**config.mk**
```make
export PLATFORM = sky130hd
export DESIGN_NAME = alu_sweep_ctrl_flat
export DESIGN_NICKNAME = d
export VERILOG_FILES = /design/src/rtl/alu_sweep_ctrl_if.sv /design/src/rtl/alu_sweep_ctrl.sv /design/src/flat_wrapper.sv
export SDC_FILE = /design/constraint.sdc
export NUM_CORES = 1
export LEC_CHECK = 0
export CAP_MARGIN = 15
export CORE_MARGIN = 2
export CORE_UTILIZATION = 41
export DETAILED_ROUTE_END_ITERATION = 10
export GPL_TIMING_DRIVEN = 0
export HOLD_SLACK_MARGIN = 0.15
export PLACE_DENSITY = 0.87
export SETUP_SLACK_MARGIN = 0.5
export SLEW_MARGIN = 20
export SYNTH_ARGS = -nofsm -noshare
export SYNTH_HDL_FRONTEND = slang
export SYNTH_SLANG_ARGS = --single-unit
```
**constraint.sdc**
```tcl
create_clock -name clk -period 1.8 [get_ports clk]
set_input_delay 0.18 -clock clk [delete_from_list [all_inputs] [get_ports clk]]
set_output_delay 0.18 -clock clk [all_outputs]
set_load 0.01 [all_outputs]
```
**src/rtl/alu_sweep_ctrl_if.sv**
```systemverilog
// ALU drive bus plus result-record channel shared by the sweep controller
// (master) and the ALU/record sink side (slave).
interface alu_sweep_ctrl_if;
    logic [7:0] alu_a;
    logic [7:0] alu_b;
    logic       alu_cin;
    logic [3:0] alu_sel;
    logic [7:0] alu_y;
    logic       rec_valid;
    logic       rec_ready;
    logic [3:0] rec_sel;
    logic [7:0] rec_y;

    modport master (
        output alu_a, alu_b, alu_cin, alu_sel, rec_valid, rec_sel, rec_y,
        input  alu_y, rec_ready
    );

    modport slave (
        input  alu_a, alu_b, alu_cin, alu_sel, rec_valid, rec_sel, rec_y,
        output alu_y, rec_ready
    );
endinterface

```
**src/rtl/alu_sweep_ctrl.sv**
```systemverilog
// ALU sweep controller: steps alu_sel through all 16 codes with fixed
// operands, waits H settle cycles per code, then hands the captured result
// out as a valid/ready record. Optional 16-bit result signature is built
// when ALU_SWEEP_SIG_EN is defined; without it the sig port does not exist.
module alu_sweep_ctrl (
    input  logic                    clk,
    input  logic                    rst_n,
    input  logic                    start,
    input  logic [7:0]              op_a,
    input  logic [7:0]              op_b,
    input  logic [3:0]              hold,
    alu_sweep_ctrl_if.master        bus,
`ifdef ALU_SWEEP_SIG_EN
    output logic [15:0]             sig,
`endif
    output logic                    busy,
    output logic                    done
);

    typedef enum logic [1:0] {IDLE, SETTLE, SEND, DONE} state_t;

    state_t     state;
    logic [3:0] h_q;   // settle cycles per code, latched at start
    logic [3:0] cnt;   // remaining settle cycles for the current code

    // Sweep FSM; every output is registered here so it is glitch-free at the ALU.
    always_ff @(posedge clk or negedge rst_n) begin
        if (!rst_n) begin
            state         <= IDLE;
            h_q           <= 4'd0;
            cnt           <= 4'd0;
            bus.alu_a     <= 8'd0;
            bus.alu_b     <= 8'd0;
            bus.alu_cin   <= 1'b0;
            bus.alu_sel   <= 4'd0;
            bus.rec_valid <= 1'b0;
            bus.rec_sel   <= 4'd0;
            bus.rec_y     <= 8'd0;
            busy          <= 1'b0;
            done          <= 1'b0;
`ifdef ALU_SWEEP_SIG_EN
            sig           <= 16'd0;
`endif
        end else begin
            done <= 1'b0;
            case (state)
                IDLE: begin
                    if (start) begin
                        bus.alu_a   <= op_a;
                        bus.alu_b   <= op_b;
                        bus.alu_sel <= 4'd0;
                        bus.alu_cin <= 1'b0;
                        h_q         <= hold;
                        cnt         <= hold;
                        busy        <= 1'b1;
                        state       <= SETTLE;
`ifdef ALU_SWEEP_SIG_EN
                        sig         <= 16'd0;
`endif
                    end
                end
                SETTLE: begin
                    if (cnt != 4'd0) begin
                        cnt <= cnt - 4'd1;
                    end else begin
                        bus.rec_y     <= bus.alu_y;
                        bus.rec_sel   <= bus.alu_sel;
                        bus.rec_valid <= 1'b1;
                        state         <= SEND;
                    end
                end
                SEND: begin
                    // rec_valid is known high here, so ready alone completes the handshake
                    if (bus.rec_ready) begin
                        bus.rec_valid <= 1'b0;
`ifdef ALU_SWEEP_SIG_EN
                        sig <= {sig[14:0], sig[15]} ^ {bus.rec_sel, 4'h0, bus.rec_y};
`endif
                        if (bus.alu_sel == 4'd15) begin
                            busy  <= 1'b0;
                            done  <= 1'b1;
                            state <= DONE;
                        end else begin
                            bus.alu_sel <= bus.alu_sel + 4'd1;
                            // carry-in is exercised only on code 5
                            bus.alu_cin <= (bus.alu_sel == 4'd4);
                            cnt         <= h_q;
                            state       <= SETTLE;
                        end
                    end
                end
                DONE: begin
                    // start is deliberately not sampled here; it is seen next cycle in IDLE
                    state <= IDLE;
                end
                default: state <= IDLE;
            endcase
        end
    end

endmodule

```
**src/flat_wrapper.sv**
```systemverilog
// flat-port wrapper written by rule: the top's interface ports become plain ports
module alu_sweep_ctrl_flat 
  (clk, rst_n, start, op_a, op_b, hold, busy, done, bus_alu_a, bus_alu_b, bus_alu_cin, bus_alu_sel, bus_rec_valid, bus_rec_sel, bus_rec_y, bus_alu_y, bus_rec_ready);
  alu_sweep_ctrl_if bus_i ();
  input  logic clk;
  input  logic rst_n;
  input  logic start;
  input  logic [7:0] op_a;
  input  logic [7:0] op_b;
  input  logic [3:0] hold;
  output logic busy;
  output logic done;
  output wire logic [$bits(bus_i.alu_a)-1:0] bus_alu_a;
  output wire logic [$bits(bus_i.alu_b)-1:0] bus_alu_b;
  output wire logic [$bits(bus_i.alu_cin)-1:0] bus_alu_cin;
  output wire logic [$bits(bus_i.alu_sel)-1:0] bus_alu_sel;
  output wire logic [$bits(bus_i.rec_valid)-1:0] bus_rec_valid;
  output wire logic [$bits(bus_i.rec_sel)-1:0] bus_rec_sel;
  output wire logic [$bits(bus_i.rec_y)-1:0] bus_rec_y;
  input wire logic [$bits(bus_i.alu_y)-1:0] bus_alu_y;
  input wire logic [$bits(bus_i.rec_ready)-1:0] bus_rec_ready;
  assign bus_alu_a = bus_i.alu_a;
  assign bus_alu_b = bus_i.alu_b;
  assign bus_alu_cin = bus_i.alu_cin;
  assign bus_alu_sel = bus_i.alu_sel;
  assign bus_rec_valid = bus_i.rec_valid;
  assign bus_rec_sel = bus_i.rec_sel;
  assign bus_rec_y = bus_i.rec_y;
  assign bus_i.alu_y = bus_alu_y;
  assign bus_i.rec_ready = bus_rec_ready;
  alu_sweep_ctrl u_core (.clk(clk), .rst_n(rst_n), .start(start), .op_a(op_a), .op_b(op_b), .hold(hold), .bus(bus_i), .busy(busy), .done(done));
endmodule
```
==> results by group <==
Outcome
  • Run status: finished clean

CTS
  • CTS Buf Count: 5
  • Clock buffer depth: 2
  • Worst-skew pair later-pin latency: 0.30 ns
  • CTS H-tree lvls: 2
  • Clock root buffer master: clkbuf_8
  • Reg clk slew, reported paths: 0.09 ns
  • CTS tree: yes
  • Clock Sink Count: 46

Critical path
  • R2r endpoint: u_core.bus.alu_sel[2]$_DFFE_PN0P_
  • Register-to-Register Path Depth: 6
  • Crit path kind: flip-flop to flip-flop
  • Cell Chain, Critical Path: ha_4 > buf_4 > clkbuf_2 > o21ai_0 > a21oi_2 > a31o_1
  • Max incr delay on CP: roughly 0.47 ns
  • Critical Path RT: around 2.0 ns
  • Setup crit end kind: flip-flop
  • CP Launch Type: flip-flop
  • Crit Reg-Reg Startpoint: u_core.state[1]$_DFFE_PN0P_
  • FF-to-FF setup slack: ~0.014 ns
  • Worst Path Max Fanout: 10
  • CP arrival: about 2 ns
  • Critical-path top delay cell: dfrtp_2

Synthesis
  • Average size of a mapped cell: 12.9 µm²
  • Area share of the largest cell type after synthesis: 55.8%
  • Area contributors post-synth: dfrtp_1 56%, mux2_2 20%, ha_1 4.2%
  • Synth Register Bits: 46
  • Yosys warnings: 0
  • Cells after synthesis: 160
  • Synth Cell Area: approximately 0.0021 mm²
  • Net count after synthesis: around 200
  • Post-synth top area cell: dfrtp_1
  • Sequential share of the synthesized area: between 50% and 60%
  • Post-synthesis cell type count: 31

Timing
  • Slew of the pin with the lowest slew margin: around 0.54 ns
  • Period utilisation layout: between 90 and 100%
  • Clk_skew: 0.00984 ns
  • Max Clock Freq: between 500 and 600 MHz
  • Fin Setup TNS: 0 ns
  • Max-slew headroom: roughly 64%
  • Final hold slack: 0.407 ns
  • Tmin final: 1.79 ns
  • Final setup violation count: 0
  • Final Hold Vio Count: 0
  • Final Slew Violations: 0
  • RSZ-0062 raised after global routing: true

Flow run
  • Max Cap Viol: 0

Routing
  • Detail Route Antenna Nets: 0
  • Wirelength per Cell: between 15 and 20 µm
  • DRC Markers: 0
  • DR vias: 1809
  • DR iter-0 viols: 145
  • Via density per instance: about 5.4
  • DR pass1 iterations: 4
  • Post-Route WL: 6.04 mm

Final layout
  • Final core occ: 72.1%
  • Area growth syn-to-layout: 67.3%
  • Final net count: roughly 310
  • Layout cells sized above 1: approximately 44%
  • Most common cell after layout, fill and taps aside: dfrtp_1
  • FILL cells: between 200 and 300
  • Diode count: 0
  • Most frequent cells in the layout: 42 x dfrtp_1, 34 x dlygate4sd2_1, 30 x clkdlybuf4s50_1

Worst hold path
  • Worst min path class: input pin to asynchronous set/reset pin

Global route
  • Antenna violations before repair: 0
  • Total GRT Usage: around 20%
  • Vias in the first global route: 1794
  • GRT overflow: 0
  • First-pass GRT wire length: 8.47 mm
  • Largest net degree at the start of global routing: 25

Power and ir drop
  • Leakage: 1.61 nW
  • P_int: 3.79 mW
  • Clock power frac: around 12%
  • VDD IR-drop max: 0.931 mV
  • Sequential fraction of design power: 30.1%
  • P_sw: 2.17 mW
  • Pwr/cell area: ~1700 mW/mm²
  • Power Total: 5.96 mW
  • Switching Fraction: 36.3%
  • Part of the power in combinational logic: 57.5%

Floorplan
  • CORE AREA: between 0.004 and 0.005 mm²
  • # IOs: approximately 70
  • DIE AREA: 0.00562 mm²
  • Number of core rows: 25
  • Starting Density: 43.1%
  • Die X: between 70 and 80 µm
  • Die Y: 74.9 µm

Place
  • RePlAce Congestion: 0.836
  • IO buf count: 67
  • Final HPWL DP: 3.23 mm
==> power by group through the flow <==
stage / registers [mW] / clock network (mW) / logic [mW]
floorplan: 1.93 / 0 / 1.27
global placement: 1.78 / 0 / 2.37
detailed placement: 1.81 / 0 / 2.43
CTS: 1.75 / 0.744 / 2.72
global route: 1.85 / 0.785 / 3.63
finish: 1.80 / 0.738 / 3.42
==> stage by stage <==
stage / std cells / area, µm² / setup slack (ns)
detailed placement: 295 / 2870 / -0.0760
global placement: 294 / 2860 / -0.735
global route: 334 / 3450 / -0.0180
floorplan: 160 / 2100 / 0.142
CTS: 326 / 3210 / 0.137
finish: 334 / 3450 / 0.0140
==> layer usage <==
| layer | track usage, % | routed length [µm] |
|---|---|---|
| met1 | 25.1 | 2440 |
| met2 | 33.5 | 2970 |
| met3 | 6.43 | 433 |
| met4 | 8.53 | 195 |
| met5 | 0 | 0 |
==> worst max path at each step <==
stage | from | to | slack (ns) | depth (start not counted)
after floorplan | u_core.state[0]$_DFFE_PN0P_ | u_core.bus.alu_cin$_DFFE_PN0P_ | 0.14 | 5
after global placement | rst_n | u_core.bus.alu_a[6]$_DFFE_PN0P_ | -0.73 | 1
after detailed placement | u_core.state[1]$_DFFE_PN0P_ | u_core.cnt[3]$_DFFE_PN0P_ | -0.08 | 6
after CTS | u_core.state[1]$_DFFE_PN0P_ | u_core.bus.alu_cin$_DFFE_PN0P_ | 0.14 | 6
after global routing | u_core.state[1]$_DFFE_PN0P_ | u_core.bus.alu_sel[2]$_DFFE_PN0P_ | -0.02 | 6
final | u_core.state[1]$_DFFE_PN0P_ | u_core.bus.alu_sel[2]$_DFFE_PN0P_ | 0.01 | 6
==> flip-flops by register name (all words and copies together) (netlist names) <==
register	flops
u_core.bus.alu_b	8
u_core.h_q	4
u_core.done	1
u_core.bus.rec_y	8
u_core.state	2
u_core.bus.alu_cin	1
u_core.bus.rec_sel	4
u_core.bus.rec_valid	1
u_core.bus.alu_sel	4
u_core.busy	1
u_core.bus.alu_a	8
u_core.cnt	4
==> synthesized netlist by cell type <==
cell and number:
nand2_1 6, a31oi_1 3, and3_1 1, ha_1 7, or3b_1 1, a22oi_1 2
and4_4 1, nor4_4 1, buf_1 1, and4b_2 1, xor2_1 1, buf_2 3
a21oi_1 8, inv_1 7, o21ai_0 7, clkbuf_1 1, nand3_1 2, nor2_1 11
and2_2 1, nor4_1 1, mux2_2 36, dfrtp_1 46, a31o_1 2, a211oi_2 1
mux2_4 1, nand4_1 2, and4bb_2 1, o31a_1 1, nor3_1 1, nor2b_1 2
a21bo_2 1
==> cell families after synthesis <==
logic type	after synthesis	share of synthesized area, %
flops	46	55.8
xor+xnor	1	0.425
compound gates	25	7.64
mux	37	20.4
simple gates	32	9.16
fa+ha+maj	7	4.24
buf+inv	12	2.36
==> cell type report <==
cell class                 count  area, µm²  share of cell area (%)
buffer                         5       51.3                    1.49
sequential                    46       1160                    33.5
multi-input combinational    102       1090                    31.5
inverter                       7       31.3                   0.906
timing repair buffer          99        932                    27.0
clock buffer                   8        110                    3.19
tap                           67       83.8                    2.43
==> worst max-delay path: cells and delay by family, from the launching register on <==
kind / cells / cell delay, ns
flops: 1 / 0.47
buf+inv: 2 / 0.35
compound gates: 3 / 0.65
fa+ha+maj: 1 / 0.20
==> repair_timing <==
action                                 4_1_cts  5_1_grt
setup endpoints to repair                   81       47
endpoints found under the hold margin       22        0
resized for setup                           66       45
hold buffers                                 1        0
setup buffers                               21        6
cloned                                       1        2
pin swaps                                    9       10
No activity file was read; power rests on OpenSTA's default activity.
==> patch 1, RTL diff (config.mk and constraints unchanged) <==
The 4 states of `state_t` get a one-hot encoding in 4 bits.
--- a/src/rtl/alu_sweep_ctrl.sv
+++ b/src/rtl/alu_sweep_ctrl.sv
@@ -17,7 +17,7 @@
     output logic                    done
 );
 
-    typedef enum logic [1:0] {IDLE, SETTLE, SEND, DONE} state_t;
+    typedef enum logic [3:0] {IDLE = 4'b0001, SETTLE = 4'b0010, SEND = 4'b0100, DONE = 4'b1000} state_t;
 
     state_t     state;
     logic [3:0] h_q;   // settle cycles per code, latched at start
Function: no difference found for any inputs over 10 cycles, from zero or initial values and one cycle with rst_n low; not proved beyond that.
==> patch 1 against the original RTL <==
  * The flow now finishes with violations (setup timing)
  * Total power decreased by 16%
  * Synthesized cell count increased by 3.1%
  * Wire length increased by 0.88%
  * Area after synthesis increased by 4.0%
  * Setup slack got worse by 0.31 ns
  * Via count decreased by 0.66%
  * Sequential cell count increased by 2
  * Cell area increased by 2.1%
  * Critical path depth increased by 1
  * Critical path type unchanged
  * Largest cell class unchanged
==> patch 1: results (changes against the original RTL) <==
[run_status]
outcome=finished, violations left  ; was completed
violations=setup timing

[detailed_routing]
drt-wirelength-per-cell_um=17.4  ; was 18.1 µm
dr.pass1.iters=4  ; unchanged
drtIter0Drc=110  ; was 145
dr_total_vias=1797  ; was 1809

[global_route]
track_usage_pct=21.4  ; was 20.5%
grt_pass1_vias=1940  ; was 1794
grt_pass1_wl_um=9880  ; was 8470 µm
grt_max_degree=30  ; was 25
antenna_found_initial=0  ; unchanged

[final_layout]
n_antenna_cell=0  ; unchanged
drive_above_1_share_pct=40.7  ; was 44.2%
nets=314  ; was 305
fill_cells=351  ; was 299
reg.largest.list=u_core.bus.alu_a: 8 flops, u_core.bus.alu_b: 8 flops, u_core.bus.rec_y: 8 flops  ; unchanged
final_util_pct=69.5  ; was 72.1%

[logic_synthesis]
ys_top_cells_by_area=dfrtp_1, mux2_2, mux2_4  ; was dfrtp_1, mux2_2, ha_1
ys_top_cells_by_count=dfrtp_1, mux2_2, nand2_1, nor2_1  ; was dfrtp_1, mux2_2, nor2_1, a21oi_1
ys_types=36  ; was 31
synth_nets=200  ; was 199
seq_area_frac_synth_pct=56.0  ; was 55.8%
yosys_warnings=0  ; unchanged
async_flop_share_pct=100  ; unchanged

[sta]
tightest_slew_ns=0.585  ; was 0.540 ns
setup_slack_ns=-0.292  ; was 0.0140 ns
clock-skew-final_ns=0.00678  ; was 0.00984 ns
holdWs_ns=0.373  ; was 0.407 ns
setup_viol_count_final=43  ; was 0

[clock_network]
clk_pin_slew_ns=0.09  ; about the same
clock_latency_ns=0.31
numCtsBuffers=5  ; unchanged
clockBufferDepth=2  ; unchanged
cts_root_buf=clkbuf_8  ; unchanged
htree_levels=2  ; unchanged

[pwr]
p_comb_mw=2.67  ; was 3.42 mW
swShare_pct=32.9  ; was 36.3%
seq_power_mw=1.72  ; was 1.80 mW
p_leak_nw=1.64  ; was 1.61 nW
p_switching_mw=1.65  ; was 2.17 mW
peakVddDrop_mv=0.812  ; was 0.931 mV

[place]
port_buffers=67  ; unchanged
place_congestion=0.861  ; was 0.836
post_dp_cell_area_mm2=0.00293  ; was 0.00287 mm²
place.detailed.hpwl_um=3250  ; was 3230 µm

[setup_path]
reg2reg_depth=7  ; was 6
rr_endpoint=u_core.bus.rec_sel[2]$_DFFE_PN0P_  ; was u_core.bus.alu_sel[2]$_DFFE_PN0P_
worst-path-max-fanout=5  ; was 10
r2r_start=u_core.cnt[0]$_DFFE_PN0P_  ; was u_core.state[1]$_DFFE_PN0P_
arrival_ns=2.29  ; was 1.98 ns

[hold_path]
hold_class=input port to asynchronous set/reset pin  ; unchanged

==> patch 1: worst max-delay path by stage <==
stage | from | end | slack (ns) | depth (start not counted)
floorplan | u_core.state[0]$_DFFE_PN1P_ | u_core.bus.rec_sel[2]$_DFFE_PN0P_ | -0.19 | 7
global placement | rst_n | u_core.bus.rec_y[2]$_DFFE_PN0P_ | -0.83 | 1
detailed placement | u_core.state[1]$_DFFE_PN0P_ | u_core.cnt[3]$_DFFE_PN0P_ | -0.52 | 6
CTS | u_core.state[0]$_DFFE_PN1P_ | u_core.bus.rec_sel[2]$_DFFE_PN0P_ | -0.23 | 7
global route | u_core.cnt[0]$_DFFE_PN0P_ | u_core.bus.rec_sel[2]$_DFFE_PN0P_ | -0.31 | 7
finish | u_core.cnt[0]$_DFFE_PN0P_ | u_core.bus.rec_sel[2]$_DFFE_PN0P_ | -0.29 | 7
==> patch 1: cells by family (layout without fill, tap and decap cells) <==
group	Yosys count	after routing	synth area share, %
buffers and inverters	13	128	4.14
xor gates and xnor gates	2	2	0.816
muxes	38	38	20.7
AOI/OAI and AO/OA	15	15	4.49
adders and majority gates	3	3	1.75
DFF	48	48	56.0
and+or+nand+nor	46	46	12.1
==> patch 1: worst max-delay path, cell delays in order, from the launching register on <==
cell,delay [ns]
dfrtp_1,0.41
inv_1,0.11
ha_1,0.21
or3b_4,0.42
or2_4,0.27
buf_6,0.13
buf_8,0.13
mux2_4,0.29
==> patch 1: through the flow <==
| step | TNS, ns | cells | setup slack [ns] |
|---|---|---|---|
| final | -7.25 | 350 | -0.292 |
| after CTS | -3.29 | 346 | -0.234 |
| after global placement | -46.55 | 302 | -0.830 |
| after global routing | -8.94 | 350 | -0.312 |
| after detailed placement | -8.25 | 303 | -0.519 |
| after floorplan | -1.40 | 165 | -0.188 |
==> patch 1: routing by layer <==
| layer | GRT usage [%] | up-vias | part of all wire, % |
|---|---|---|---|
| met5 | 0 | - | 0 |
| met4 | 8.36 | 0 | 1.8 |
| met3 | 4.62 | 11 | 4.7 |
| met2 | 37.3 | 67 | 52 |
| met1 | 25.8 | 909 | 41 |
| li1 | - | 810 | - |
==> patch 1: final cells by class <==
| cell class | instances | share of cell area [%] |
|---|---|---|
| repair buffers | 107 | 29.1 |
| clock buffers | 8 | 2.27 |
| plain buffers | 9 | 3.09 |
| well taps | 70 | 2.48 |
| flip-flops and latches | 48 | 34.2 |
| inverters | 4 | 0.426 |
| multi-input cells | 104 | 28.4 |
==> patch 1: timing repair <==
item | CTS | global route
gates cloned | 3 | 0
pin swaps | 9 | 6
endpoints found under the hold margin | 18 | 0
hold buffers | 1 | 0
endpoints found under the setup margin | 84 | 51
gates resized for setup | 76 | 19
setup buffers | 31 | 4
==> patch 2, RTL diff (same flow settings) <==
Without the edit above. Make the reset (`rst_n`) synchronous in one clocked block.
--- a/src/rtl/alu_sweep_ctrl.sv
+++ b/src/rtl/alu_sweep_ctrl.sv
@@ -24,7 +24,7 @@
     logic [3:0] cnt;   // remaining settle cycles for the current code
 
     // Sweep FSM; every output is registered here so it is glitch-free at the ALU.
-    always_ff @(posedge clk or negedge rst_n) begin
+    always_ff @(posedge clk) begin
         if (!rst_n) begin
             state         <= IDLE;
             h_q           <= 4'd0;
Function: differs if rst_n is asserted again (counterexample within 4 cycles, from zero or initial values and one cycle with rst_n low); with rst_n held inactive, the same outputs for 10 cycles.
==> patch 2 against the original RTL <==
  * The flow now finishes with violations (setup timing)
  * Sequential cell count unchanged
  * Count of clock-buffer cells in the layout decreased by 3
  * Cell area decreased by 4.2%
  * Wire length decreased by 6.0%
  * Via count increased by 12%
  * Setup slack got worse by 0.15 ns
  * Worst hold slack got worse by 0.070 ns
  * Area after synthesis decreased by 2.1%
  * Total power decreased by 18%
  * Critical endpoint is now u_core.cnt[2]$_SDFFE_PN0P_
==> patch 2: results (changes against the original RTL) <==
[place]
placed_cells=375  ; was 295
port_buffers=66  ; was 67
place.detailed.hpwl_um=3480  ; was 3230 µm

[logic_synthesis]
ys.flop_type=dfxtp_1  ; was dfrtp_1
seq_area_frac_synth_pct=45.6  ; was 55.8%
ys_top_cells_by_area=dfxtp_1, nand2_1, a21boi_0  ; was dfrtp_1, mux2_2, ha_1
ys_types=36  ; was 31
yosysTopAreaCellShare_pct=45.6  ; was 55.8%

[global_route]
grtUsageMet2_pct=38.0  ; was 33.5%
grt_max_degree=16  ; was 25
grt_use_met3_pct=6.23  ; was 6.43%
grt_pass1_vias=2057  ; was 1794

[pwr]
peakVddDrop_mv=0.674  ; was 0.931 mV
p_comb_mw=2.54  ; was 3.42 mW
p_seq_share_pct=29.1  ; was 30.1%
p_switching_mw=1.75  ; was 2.17 mW
internal_power_mw=3.13  ; was 3.79 mW

[setup_path]
critPathSlowestCell=or4_4  ; was dfrtp_2

[detailed_routing]
drtIter0Drc=64  ; was 145
met1Wirelength_um=2330  ; was 2440 µm
dr_wl_met2_um=2940  ; was 2970 µm
dr_wl_met3_um=322  ; was 433 µm
drt-wirelength-per-cell_um=14.1  ; was 18.1 µm
via_per_inst=5.05  ; was 5.42
dr.pass1.iters=5  ; was 4

[final_layout]
layoutNonFillerInstCount=402  ; was 334

[run_status]
outcome=finished, violations left  ; was completed
violations=setup timing

[sta]
setup_slack_ns=-0.135  ; was 0.0140 ns
setup_viol_count_final=5  ; was 0

[hold_path]
hold_class=input port to flip-flop  ; was input port to asynchronous set/reset pin

-- patch 2: cell types whose count changed after synthesis, moves of 3 or more --
| cell | before | now |
|---|---|---|
| o21ai_0 | 7 | 4 |
| dfrtp_1 | 46 | 0 |
| nand2_1 | 6 | 77 |
| a211o_1 | 0 | 4 |
| clkbuf_1 | 1 | 12 |
| nor2_1 | 11 | 6 |
| a21oi_1 | 8 | 4 |
| mux2_2 | 36 | 0 |
| a21boi_0 | 0 | 35 |
| dfxtp_1 | 0 | 46 |
| a31oi_1 | 3 | 0 |
-- patch 2: worst reg2reg max path: stages, from the launching register on --
cell and delay [ns]:
dfxtp_4 0.39, inv_6 0.05, ha_4 0.15, buf_6 0.11, and4bb_4 0.18, or4_4 0.48, buf_6 0.14, a211o_1 0.27
a21boi_2 0.11
-- patch 2: cell families (layout without fill, tap and decap cells) --
group / Yosys count / count (layout) / share of synthesized area, %
AO/OA/AOI/OAI: 58 / 58 / 21.2
adder cells (fa/ha/maj): 7 / 7 / 4.34
flip-flops: 46 / 46 / 45.6
XOR/XNOR: 3 / 3 / 1.30
AND/OR/NAND/NOR: 105 / 105 / 22.9
multiplexers: 1 / 1 / 0.496
buffers and inverters: 22 / 115 / 4.21
-- patch 2: metrics by stage --
stage | setup TNS (ns) | cell area, µm² | hold slack (ns) | worst slack, ns
floorplan | -0.212 | 2090 | 0.325 | -0.0669
global placement | -0.631 | 2840 | 0.449 | -0.135
detailed placement | -1.04 | 2840 | 0.457 | -0.203
CTS | -0.511 | 3140 | 0.293 | -0.135
global route | -0.769 | 3310 | 0.342 | -0.186
finish | -0.491 | 3310 | 0.338 | -0.135
-- patch 2: area by class of cell --
type / count / area, µm²
buffer: 15 / 131
timing repair buffer: 85 / 792
clock inverter: 3 / 68.8
fill: 350 / 1420
multi-input combinational: 174 / 1180
tap: 67 / 83.8
clock buffer: 5 / 68.8
inverter: 7 / 36.3
sequential: 46 / 941
-- patch 2: path summary, 6_finish.rpt --
path,start,endpoint,slack (ns),cells past startpoint
setup / recovery,u_core.state[1]$_SDFFE_PN0P_,u_core.cnt[2]$_SDFFE_PN0P_,-0.13,8
hold / removal,rst_n,u_core.bus.rec_sel[1]$_SDFFE_PN0P_,0.34,2
setup reg to reg,u_core.state[1]$_SDFFE_PN0P_,u_core.cnt[2]$_SDFFE_PN0P_,-0.13,8
hold reg to reg,u_core.bus.rec_y[4]$_SDFFE_PN0P_,u_core.bus.rec_y[4]$_SDFFE_PN0P_,0.45,2
-- patch 2: timing repair --
item                                    4_1_cts  5_1_grt
gates resized for setup                      80       51
pin swaps                                    10       12
gates cloned                                  2        0
endpoints found under the setup margin       79       46
setup buffers                                11        6
hold buffers                                  0        0
